### src/rtl/pp_accum_shift_reg.sv
// pp_accum_shift_reg: accumulate-and-shift register for a sequential
// radix-2^DIGIT Booth multiplier. One signed partial product per step
// arrives LS digit first; after WIDTH/DIGIT steps the signed product is
// offered on an output handshake.
// Ports:
//   clk, rst_n          clock, async active-low reset
//   start               begin a new multiplication
//   pp_valid/pp_ready   partial-product handshake, pp_data (WIDTH+DIGIT)
//   out_valid/out_ready product handshake, product (2*WIDTH)
//   busy                operation in progress or product pending
//   abort               only when PP_ACC_ABORT_EN is defined
module pp_accum_shift_reg #(
    parameter int WIDTH = 16,
    parameter int DIGIT = 4
) (
    input  logic                   clk,
    input  logic                   rst_n,
    input  logic                   start,
    input  logic                   pp_valid,
    output logic                   pp_ready,
    input  logic [WIDTH+DIGIT-1:0] pp_data,
    output logic                   out_valid,
    input  logic                   out_ready,
    output logic [2*WIDTH-1:0]     product,
`ifdef PP_ACC_ABORT_EN
    input  logic                   abort,
`endif
    output logic                   busy
);

    localparam int STEPS = WIDTH / DIGIT;
    localparam int PW    = WIDTH + DIGIT;
    localparam int SW    = PW + 1;
    localparam int CW    = $clog2(STEPS + 1);

    typedef enum logic [1:0] {
        IDLE  = 2'd0,
        ACCUM = 2'd1,
        DONE  = 2'd2
    } state_t;

    state_t               state_q, state_d;
    logic signed [PW-1:0] p_q, p_d;
    logic [WIDTH-1:0]     l_q, l_d;
    logic [CW-1:0]        cnt_q, cnt_d;
    logic signed [SW-1:0] sum;
    logic                 kill;
    logic                 clr;
    logic                 last;

`ifdef PP_ACC_ABORT_EN
    assign kill = abort;
`else
    assign kill = 1'b0;
`endif

    // One guard bit keeps the add exact before the arithmetic shift.
    assign sum  = $signed({p_q[PW-1], p_q}) + $signed({pp_data[PW-1], pp_data});
    assign last = (cnt_q == CW'(STEPS - 1));

    always_ff @(posedge clk or negedge rst_n) begin
        if (!rst_n) begin
            state_q <= IDLE;
            p_q     <= '0;
            l_q     <= '0;
            cnt_q   <= '0;
        end else begin
            state_q <= state_d;
            p_q     <= p_d;
            l_q     <= l_d;
            cnt_q   <= cnt_d;
        end
    end

    always_comb begin
        state_d = state_q;
        p_d     = p_q;
        l_d     = l_q;
        cnt_d   = cnt_q;
        clr     = 1'b0;
        if (kill) begin
            state_d = IDLE;
            clr     = 1'b1;
        end else begin
            case (state_q)
                IDLE: begin
                    if (start) begin
                        state_d = ACCUM;
                        clr     = 1'b1;
                    end
                end
                ACCUM: begin
                    if (pp_valid) begin
                        p_d   = PW'(sum >>> DIGIT);
                        // Retired digit enters the low word from the top.
                        l_d   = (l_q >> DIGIT)
                              | (WIDTH'(sum[DIGIT-1:0]) << (WIDTH - DIGIT));
                        cnt_d = cnt_q + CW'(1);
                        if (last) begin
                            state_d = DONE;
                        end
                    end
                end
                DONE: begin
                    if (out_ready) begin
                        state_d = start ? ACCUM : IDLE;
                        clr     = start;
                    end
                end
                default: begin
                    state_d = IDLE;
                end
            endcase
        end
        if (clr) begin
            p_d   = '0;
            l_d   = '0;
            cnt_d = '0;
        end
    end

    always_comb begin
        pp_ready  = (state_q == ACCUM);
        out_valid = (state_q == DONE);
        busy      = (state_q != IDLE);
    end

    assign product = {p_q[WIDTH-1:0], l_q};

endmodule

### config.mk
export PLATFORM = sky130hd
export DESIGN_NAME = pp_accum_shift_reg
export DESIGN_NICKNAME = d
export VERILOG_FILES = /design/src/rtl/pp_accum_shift_reg.sv
export SDC_FILE = /design/constraint.sdc
export NUM_CORES = 1
export LEC_CHECK = 0
export CORE_UTILIZATION = 30
export CTS_BUF_LIST = sky130_fd_sc_hd__clkbuf_8
export CTS_CLUSTER_DIAMETER = 150
export DETAILED_ROUTE_END_ITERATION = 10
export PLACE_DENSITY = 0.63
export SETUP_SLACK_MARGIN = 0.15
export SLEW_MARGIN = 20
export SYNTH_ARGS = -nofsm -noshare
export SYNTH_HDL_FRONTEND = slang
export SYNTH_SLANG_ARGS = --single-unit
### constraint.sdc
create_clock -name clk -period 2.5 [get_ports clk]
set_input_delay 0.375 -clock clk [delete_from_list [all_inputs] [get_ports clk]]
set_output_delay 0.375 -clock clk [all_outputs]
set_load 0.02 [all_outputs]
After elaboration in Yosys (flattened, before gate mapping)
Index checks and enable logic that the tools add are counted.
{"block": "word_totals", "reg_bits": 41, "in_bits": 25, "output_inout_bits": 35, "elab_cells": 38}
{"block": "classes", "add_sub_neg": 2, "eq_ne": 7, "n_mux": 18, "bitwise": 1, "reduce_logical": 6}
{"operator": "20-bit 2-to-1 mux", "n": 3}
{"operator": "16-bit 2-to-1 mux", "n": 3}
{"operator": "20-bit by 20-bit adder with 21-bit output", "n": 1}
{"operator": "12-bit by 16-bit bitwise OR with 16-bit output", "n": 1}
{"operator": "3-bit 2-to-1 mux", "n": 3}
{"operator": "2-bit 2-to-1 mux", "n": 4}
{"operator": "2-bit one-hot mux with 3 select lines", "n": 1}
{"operator": "2-bit nonzero test", "n": 3}
{"operator": "2-bit by 1-bit != test with 1-bit output, second input constant", "n": 2}
{"operator": "2-bit != test, second input constant", "n": 2}
{"operator": "4-bit AND reduction", "n": 1}
{"operator": "3-bit by 1-bit adder with 3-bit output, second input constant", "n": 1}
{"operator": "3-bit by 2-bit == test with 1-bit output, second input constant", "n": 1}
{"operator": "1-bit 2-to-1 mux", "n": 3}
{"operator": "2-bit by 1-bit == test with 1-bit output, second input constant", "n": 1}
{"operator": "2-bit == test, second input constant", "n": 1}
{"operator": "2-bit logical NOT", "n": 1}
{"operator": "1-bit one-hot mux with 2 select lines", "n": 1}
{"operator": "2-bit AND reduction", "n": 1}

Depth between registers and ports, before layout
Gate-level depths: netlist (run 1).
{"block": "logic_depth", "depth_word": 5, "depth_mapped": 8, "depth_no_buf": 8}

Worst setup path before layout (run 1)
OpenSTA, ideal clock, no wires.
{"block": "synth_timing", "path_kind": "input to register", "start": "input pp_data[0]", "end": "register p_q[14]", "setup_time_ns": 0.131, "t_arrival_ns": 2.250, "required_ns": 2.369, "setup_slack_ns": 0.118, "path_stages": 8, "cell_sequence": "ha_1 -> fa_1 -> a211oi_2 -> o21bai_2 -> a211oi_4 -> o31ai_2 -> nor4b_1 -> or3_1"}
{"block": "synth_via", "elab_chain_len": 4}
{"item": "start, declared", "line_no": "21", "source": "input logic [WIDTH+DIGIT-1:0] pp_data,"}
{"item": "20-bit by 20-bit adder with 21-bit output", "line_no": "58", "source": "assign sum = $signed({p_q[PW-1], p_q}) + $signed({pp_data[PW-1], pp_data});"}
{"item": "20-bit 2-to-1 mux", "line_no": "93", "source": "if (pp_valid) begin"}
{"item": "20-bit 2-to-1 mux", "line_no": "85", "source": "case (state_q)"}
{"item": "20-bit 2-to-1 mux", "line_no": "115", "source": "if (clr) begin"}
{"item": "end signal, assigned", "line_no": "69", "source": "p_q <= p_d;"}
{"item": "end, declared", "line_no": "43", "source": "logic signed [PW-1:0] p_q, p_d;"}
No other way between the ends. The select of a mux whose other input is x is not followed.
A chain may end at the register's enable or synchronous reset.

Worst setup path in the final report (run 1)
{"block": "layout_timing", "start": "register p_q[0]", "end": "register p_q[14]"}
{"block": "layout_via", "elab_chain_len": 4}
{"item": "20-bit by 20-bit adder with 21-bit output", "line_no": "58"}
{"item": "20-bit 2-to-1 mux", "line_no": "93"}
{"item": "20-bit 2-to-1 mux", "line_no": "85"}
{"item": "20-bit 2-to-1 mux", "line_no": "115"}
No other way between the ends. The select of a mux whose other input is x is not followed.

==> flow_summary.ini, run 1 <==
[power]
p_total_mw = 4.69
p_seq_share_pct = 24.1
power_density_nw_per_um2 = 1330
switching_share_pct = 43.4
p_switching_mw = 2.03
pwr-share-comb_pct = 66.2
ir_drop_mv = 0.358
p_int_mw = 2.66
power.share.clock_pct = 9.7
leakage_nw = 1.58

[synth]
avgSynthCellArea_um2 = 9.40
ys_ff_latch = 38
synth.area.mux_share_pct = 0
yosysSeqAreaShare_pct = 37.1
ys_warn_count = 0
synth_cell_types = 50
synth_xor_area_share_pct = 4.44
synth_edf_count = 0
synthArstFlopShare_pct = 100
yosys.area_share.simple_pct = 12.8
synth-compound-area-share_pct = 26.1
synth_fp_nets = 321
synthAdderAreaFrac_pct = 11.5
synth_top_family_by_area = compound AO/OA/AOI/OAI gates
synth.cell_area_um2 = 2570
synth_flop_cell = dfrtp_1
synth_cells = 273

[sta]
worst_slew_margin_rel_pct = 41.2
post-route-min-period_ns = 2.28
fmax_mhz = 439
rsz0062_at_grt = yes
worstMarginPinSlew_ns = 0.882
fin_skew_ns = 0.00366
maxSlewViolCount = 0
tns_ns = 0
hold_viol_final = 0
period_share_pct = 91.1
setup_viol = 0

[grt]
grt_pass1_wl_mm = 10.8
grt_pass1_vias = 2262
grt_usage_pct = 15.3
antenna_found_initial = 0
grt_max_degree = 39
grt_overflow = 0

[die]
num_io_pins = 60
die_y_um = 94.5
rows = 33
dieArea_um2 = 8930
die_w_um = 94.5
core-area_um2 = 8260
start_util_pct = 31.1

[place]
port_buffers = 59
dp_hpwl_mm = 4.92
globalplace.congestion = 0.846
dpl-instance-area_um2 = 3390
dp_cells = 442

[cts]
clk_root_buffer_cell = clkbuf_8
numCtsBuffers = 5
clock_sinks = 38
h-tree-depth = 2
worstSkewPairLatency_ns = 0.29
clkTransAtPathRegs_ns = 0.08
ctsHoldBuffers = 0
clockBufferDepth = 2
cts_tree = yes

[final_layout]
fin_nets = 393
utilization_pct = 42.9
final_cell_mix = clkdlybuf4s50_1, dfrtp_1, buf_4
areaGrowthSynthToFinish_pct = 38.0
final_cells = 451
layout-drive-gt1-share_pct = 17.6
final_common_cell = clkdlybuf4s50_1
fill_cells = 812
diodes = 0
finalInstanceArea_um2 = 3540

[setup_path]
critPathKind = register to register
startpoint = p_q[0]
critPathArrivalTime_ns = 2.45
critical-path-top-delay-family = compound AO/OA/AOI/OAI gates
startpoint_type = register
end_kind = register
cp_data_required_time_ns = 2.67
timing.rr.start = p_q[0]
worstPathCellList = ha_2 > fa_2 > a211oi_2 > o21bai_2 > a211oi_4 > o31ai_2 > nor4b_1 > or3_1
cp_slowest_cell = dfrtp_1
critPathMaxFanout = 2
cp_num_buf_inv = 0
cpPeakStageDelay_ns = 0.40

[flow_run]
drv_cap = 0

[detailed_routing]
vias = 2287
wire_per_inst_um = 14.2
finalWirelength_mm = 6.40
drt-pass1-iter-count = 4
drtIter0Drc = 62
drc = 0
via_per_inst = 5.07
ant_nets = 0

[outcome]
outcome = finished, final reports clean

[hold_path]
hold_path_class = input pin to asynchronous set/reset pin
==> flip-flops by register name (all words and copies together), names as in the netlist <==
| signal | count |
|---|---|
| p_q | 17 |
| l_q | 16 |
| cnt_q | 3 |
| state_q | 2 |
==> worst reg2reg max path: stages (launching register included) <==
cell,delay [ns]
dfrtp_1,0.40
ha_2,0.19
fa_2,0.36
a211oi_2,0.23
o21bai_2,0.13
a211oi_4,0.26
o31ai_2,0.09
nor4b_1,0.14
or3_1,0.36
==> metrics by stage <==
step                      worst slack [ns]  hold WS (ns)
after detailed placement            -0.385         0.479
final                                0.224         0.204
after CTS                           0.0972         0.224
after global routing                 0.113         0.269
after floorplan                      0.118        0.0794
after global placement              -0.374         0.463
==> cell families (layout without fill, tap and decap cells) <==
logic type / after synthesis / count (layout)
AND/OR/NAND/NOR: 69 / 69
adder cells (fa/ha/maj): 23 / 23
buffers and inverters: 37 / 110
flip-flops: 38 / 38
XOR/XNOR: 13 / 13
AO/OA/AOI/OAI: 93 / 93
==> synthesized netlist by cell type (2+ instances only) <==
library cell / count / share of area [%]
a2111oi_0: 2 / 0.68
a211oi_1: 3 / 0.88
a211oi_2: 2 / 0.97
a21o_1: 8 / 2.3
a21oi_1: 16 / 3.1
a22o_1: 15 / 5.1
a32o_1: 2 / 0.78
and2_1: 6 / 1.5
buf_2: 6 / 1.2
buf_4: 16 / 4.7
clkbuf_1: 7 / 1.0
dfrtp_1: 38 / 37
ha_1: 22 / 11
inv_1: 8 / 1.2
nand2_1: 28 / 4.1
nand3_1: 5 / 0.97
nand4_1: 4 / 0.97
nor2_1: 14 / 2.0
nor2b_1: 2 / 0.49
o2111ai_1: 2 / 0.68
o21a_1: 3 / 0.88
o21ai_0: 19 / 3.7
o21ai_1: 4 / 0.78
o31ai_1: 3 / 0.88
or3_1: 2 / 0.49
xnor2_1: 9 / 3.1
xor2_1: 4 / 1.4
==> final cells by class <==
| type | count | area (um^2) | area share [%] |
|---|---|---|---|
| multi-input combinational | 198 | 1470 | 41.6 |
| inverter | 8 | 30.0 | 0.848 |
| timing repair buffer | 94 | 862 | 24.3 |
| clock inverter | 2 | 12.5 | 0.353 |
| sequential | 38 | 951 | 26.9 |
| clock buffer | 6 | 82.6 | 2.33 |
| tap | 105 | 131 | 3.71 |
==> power by group through the flow <==
stage	clock network [mW]	logic [mW]	registers, mW
floorplan	0	1.81	1.24
global placement	0	2.97	1.14
detailed placement	0	3.02	1.15
CTS	0.468	3.06	1.14
global route	0.498	3.39	1.18
finish	0.454	3.11	1.13
==> per-layer routing <==
layer / share of wire, % / global-route usage, %
met3: 5.0 / 3.06
met4: 0.66 / 3.41
met2: 46 / 24.7
met5: 0 / 0
met1: 48 / 20.9
==> path summary, 6_finish.rpt <==
path	endpoint	slack, ns	depth (start not counted)
worst max-delay path	p_q[14]	0.22	8
worst min-delay path	l_q[13]	0.20	1
worst max register to register	p_q[14]	0.22	8
worst min register to register	cnt_q[2]	0.49	2
max in group asynchronous	p_q[8]	1.75	1
min in group clk	cnt_q[2]	0.49	2
==> what timing repair did <==
item                       CTS  global route
resized for setup            3            11
pin swaps                    6             4
setup buffers                1             0
setup endpoints to repair    5             7
cloned                       0             0
Power figures use the tool's default switching activity.
==> run 2: changes to the inputs <==
--- a/config.mk
+++ b/config.mk
@@ -15,3 +15,4 @@
 export SYNTH_ARGS = -nofsm -noshare
 export SYNTH_HDL_FRONTEND = slang
 export SYNTH_SLANG_ARGS = --single-unit
+export TNS_END_PERCENT = 1
==> flow_summary.ini, run 2 (synthesis results as in run 1) <==
[place]
dpl_worst_slack_ns = -0.385
globalplace.congestion = 0.846
dp_hpwl_mm = 4.92
port_buffers = 59
dp_cells = 442

[grt]
grt_pass1_wl_mm = 10.8
antenna_found_initial = 0
grt_overflow = 0
grt_usage_pct = 15.3
grt_max_degree = 39
grt_pass1_vias = 2262

[die]
rows = 33
die_w_um = 94.5
dieArea_um2 = 8930
die_y_um = 94.5
num_io_pins = 60
start_util_pct = 31.1
core-area_um2 = 8260

[final_layout]
areaGrowthSynthToFinish_pct = 37.0
largest_reg_flops = 17
final_cell_mix = clkdlybuf4s50_1, dfrtp_1, buf_4
fin_nets = 393
regMostFlops = p_q
diodes = 0
reg_top3 = p_q x17, l_q x16, cnt_q x3
final_common_cell = clkdlybuf4s50_1
layout-drive-gt1-share_pct = 16.5
final_cells = 451

[cts]
cts_tree = yes
numCtsBuffers = 5
clock_sinks = 38
clkTransAtPathRegs_ns = 0.08
ctsHoldBuffers = 0
clk_root_buffer_cell = clkbuf_8
h-tree-depth = 2
clockBufferDepth = 2
worstSkewPairLatency_ns = 0.29

[setup_path]
r2r_slack_ns = 0.22
worstReg2RegEnd = p_q[14]
critPathMaxFanout = 2
cp_data_required_time_ns = 2.67
critPathKind = register to register
reg2regPathDepth = 8
end_kind = register
critPathArrivalTime_ns = 2.45
startpoint_type = register
timing.rr.start = p_q[0]

[sta]
setup_viol = 0
maxSlewViolCount = 0
setup_ws_ns = 0.221
fmax_mhz = 439
rsz0062_at_grt = yes
fin_skew_ns = 0.00356
period_share_pct = 91.1
worst_slew_margin_rel_pct = 41.8
hold_viol_final = 0
holdWs_ns = 0.196
post-route-min-period_ns = 2.28
worstMarginPinSlew_ns = 0.873

[power]
leakage_nw = 1.58
p_total_mw = 4.65
power_density_nw_per_um2 = 1320
ir_drop_mv = 0.358

[detailed_routing]
drt-pass1-iter-count = 4
drc = 0
vias = 2275
via_per_inst = 5.04
wire_per_inst_um = 14.0
finalWirelength_mm = 6.32
ant_nets = 0
drtIter0Drc = 51

[hold_path]
hold_path_class = input pin to asynchronous set/reset pin

[outcome]
outcome = finished, final reports clean

[flow_run]
drv_cap = 0
==> run 2: cell types whose count changed in the layout (fill, tap and decap cells not counted) <==
cell,before,now
nand3_2,1,0
a21oi_4,1,0
nor4_1,0,1
a21oi_2,2,1
nor4_2,1,0
nand3_1,4,5
a21oi_1,14,16
==> run 2: how the worst max path moves through the flow <==
| stage | startpoint | end | slack, ns | cells past startpoint |
|---|---|---|---|---|
| global placement | pp_data[0] | p_q[14] | -0.37 | 9 |
| detailed placement | pp_data[0] | p_q[14] | -0.39 | 9 |
| finish | p_q[0] | p_q[14] | 0.22 | 8 |
| floorplan | pp_data[0] | p_q[14] | 0.12 | 8 |
| CTS | p_q[0] | p_q[14] | 0.1 | 8 |
| global route | p_q[0] | p_q[14] | 0.11 | 8 |
==> run 2: worst max-delay path, stage by stage, from the launching register on <==
cell and delay, ns:
dfrtp_1 0.40, ha_2 0.19, fa_2 0.36, a211oi_2 0.24
o21bai_2 0.13, a211oi_4 0.26, o31ai_2 0.09, nor4b_1 0.14
or3_1 0.36
==> run 2: routing by layer <==
metal,wire length (um),share of wire [%],GRT usage (%)
met5,0,0,0
met1,3090,49,20.9
met3,294,4.6,3.06
met2,2900,46,24.7
met4,42,0.66,3.41
==> run 2: power by group <==
group          switching (mW)  total [mW]  internal, mW
combinational            1.55        3.07          1.52
clock                   0.234       0.456         0.222
sequential              0.232        1.13         0.901
total                    2.01        4.65          2.64
==> run 2: final cells by class <==
class | instances | area (um^2)
Clock buffer | 6 | 82.6
Clock inverter | 2 | 12.5
Fill cell | 814 | 4740
Inverter | 8 | 30.0
Multi-Input combinational cell | 198 | 1450
Sequential cell | 38 | 951
Tap cell | 105 | 131
Timing Repair Buffer | 94 | 862
==> run 2: what timing repair did <==
item                       4_1_cts  5_1_grt
gates resized for setup          3        6
setup buffers                    1        0
pin swaps                        6        4
setup endpoints to repair        5        7
==> run 2: stage by stage <==
stage	cell area [um^2]	setup TNS, ns	utilization, %
floorplan	2570	0	-
detailed placement	3390	-1.46	41.0
global route	3510	0	42.6
global placement	3390	-1.31	41.0
CTS	3500	0	42.3
finish	3510	0	42.6
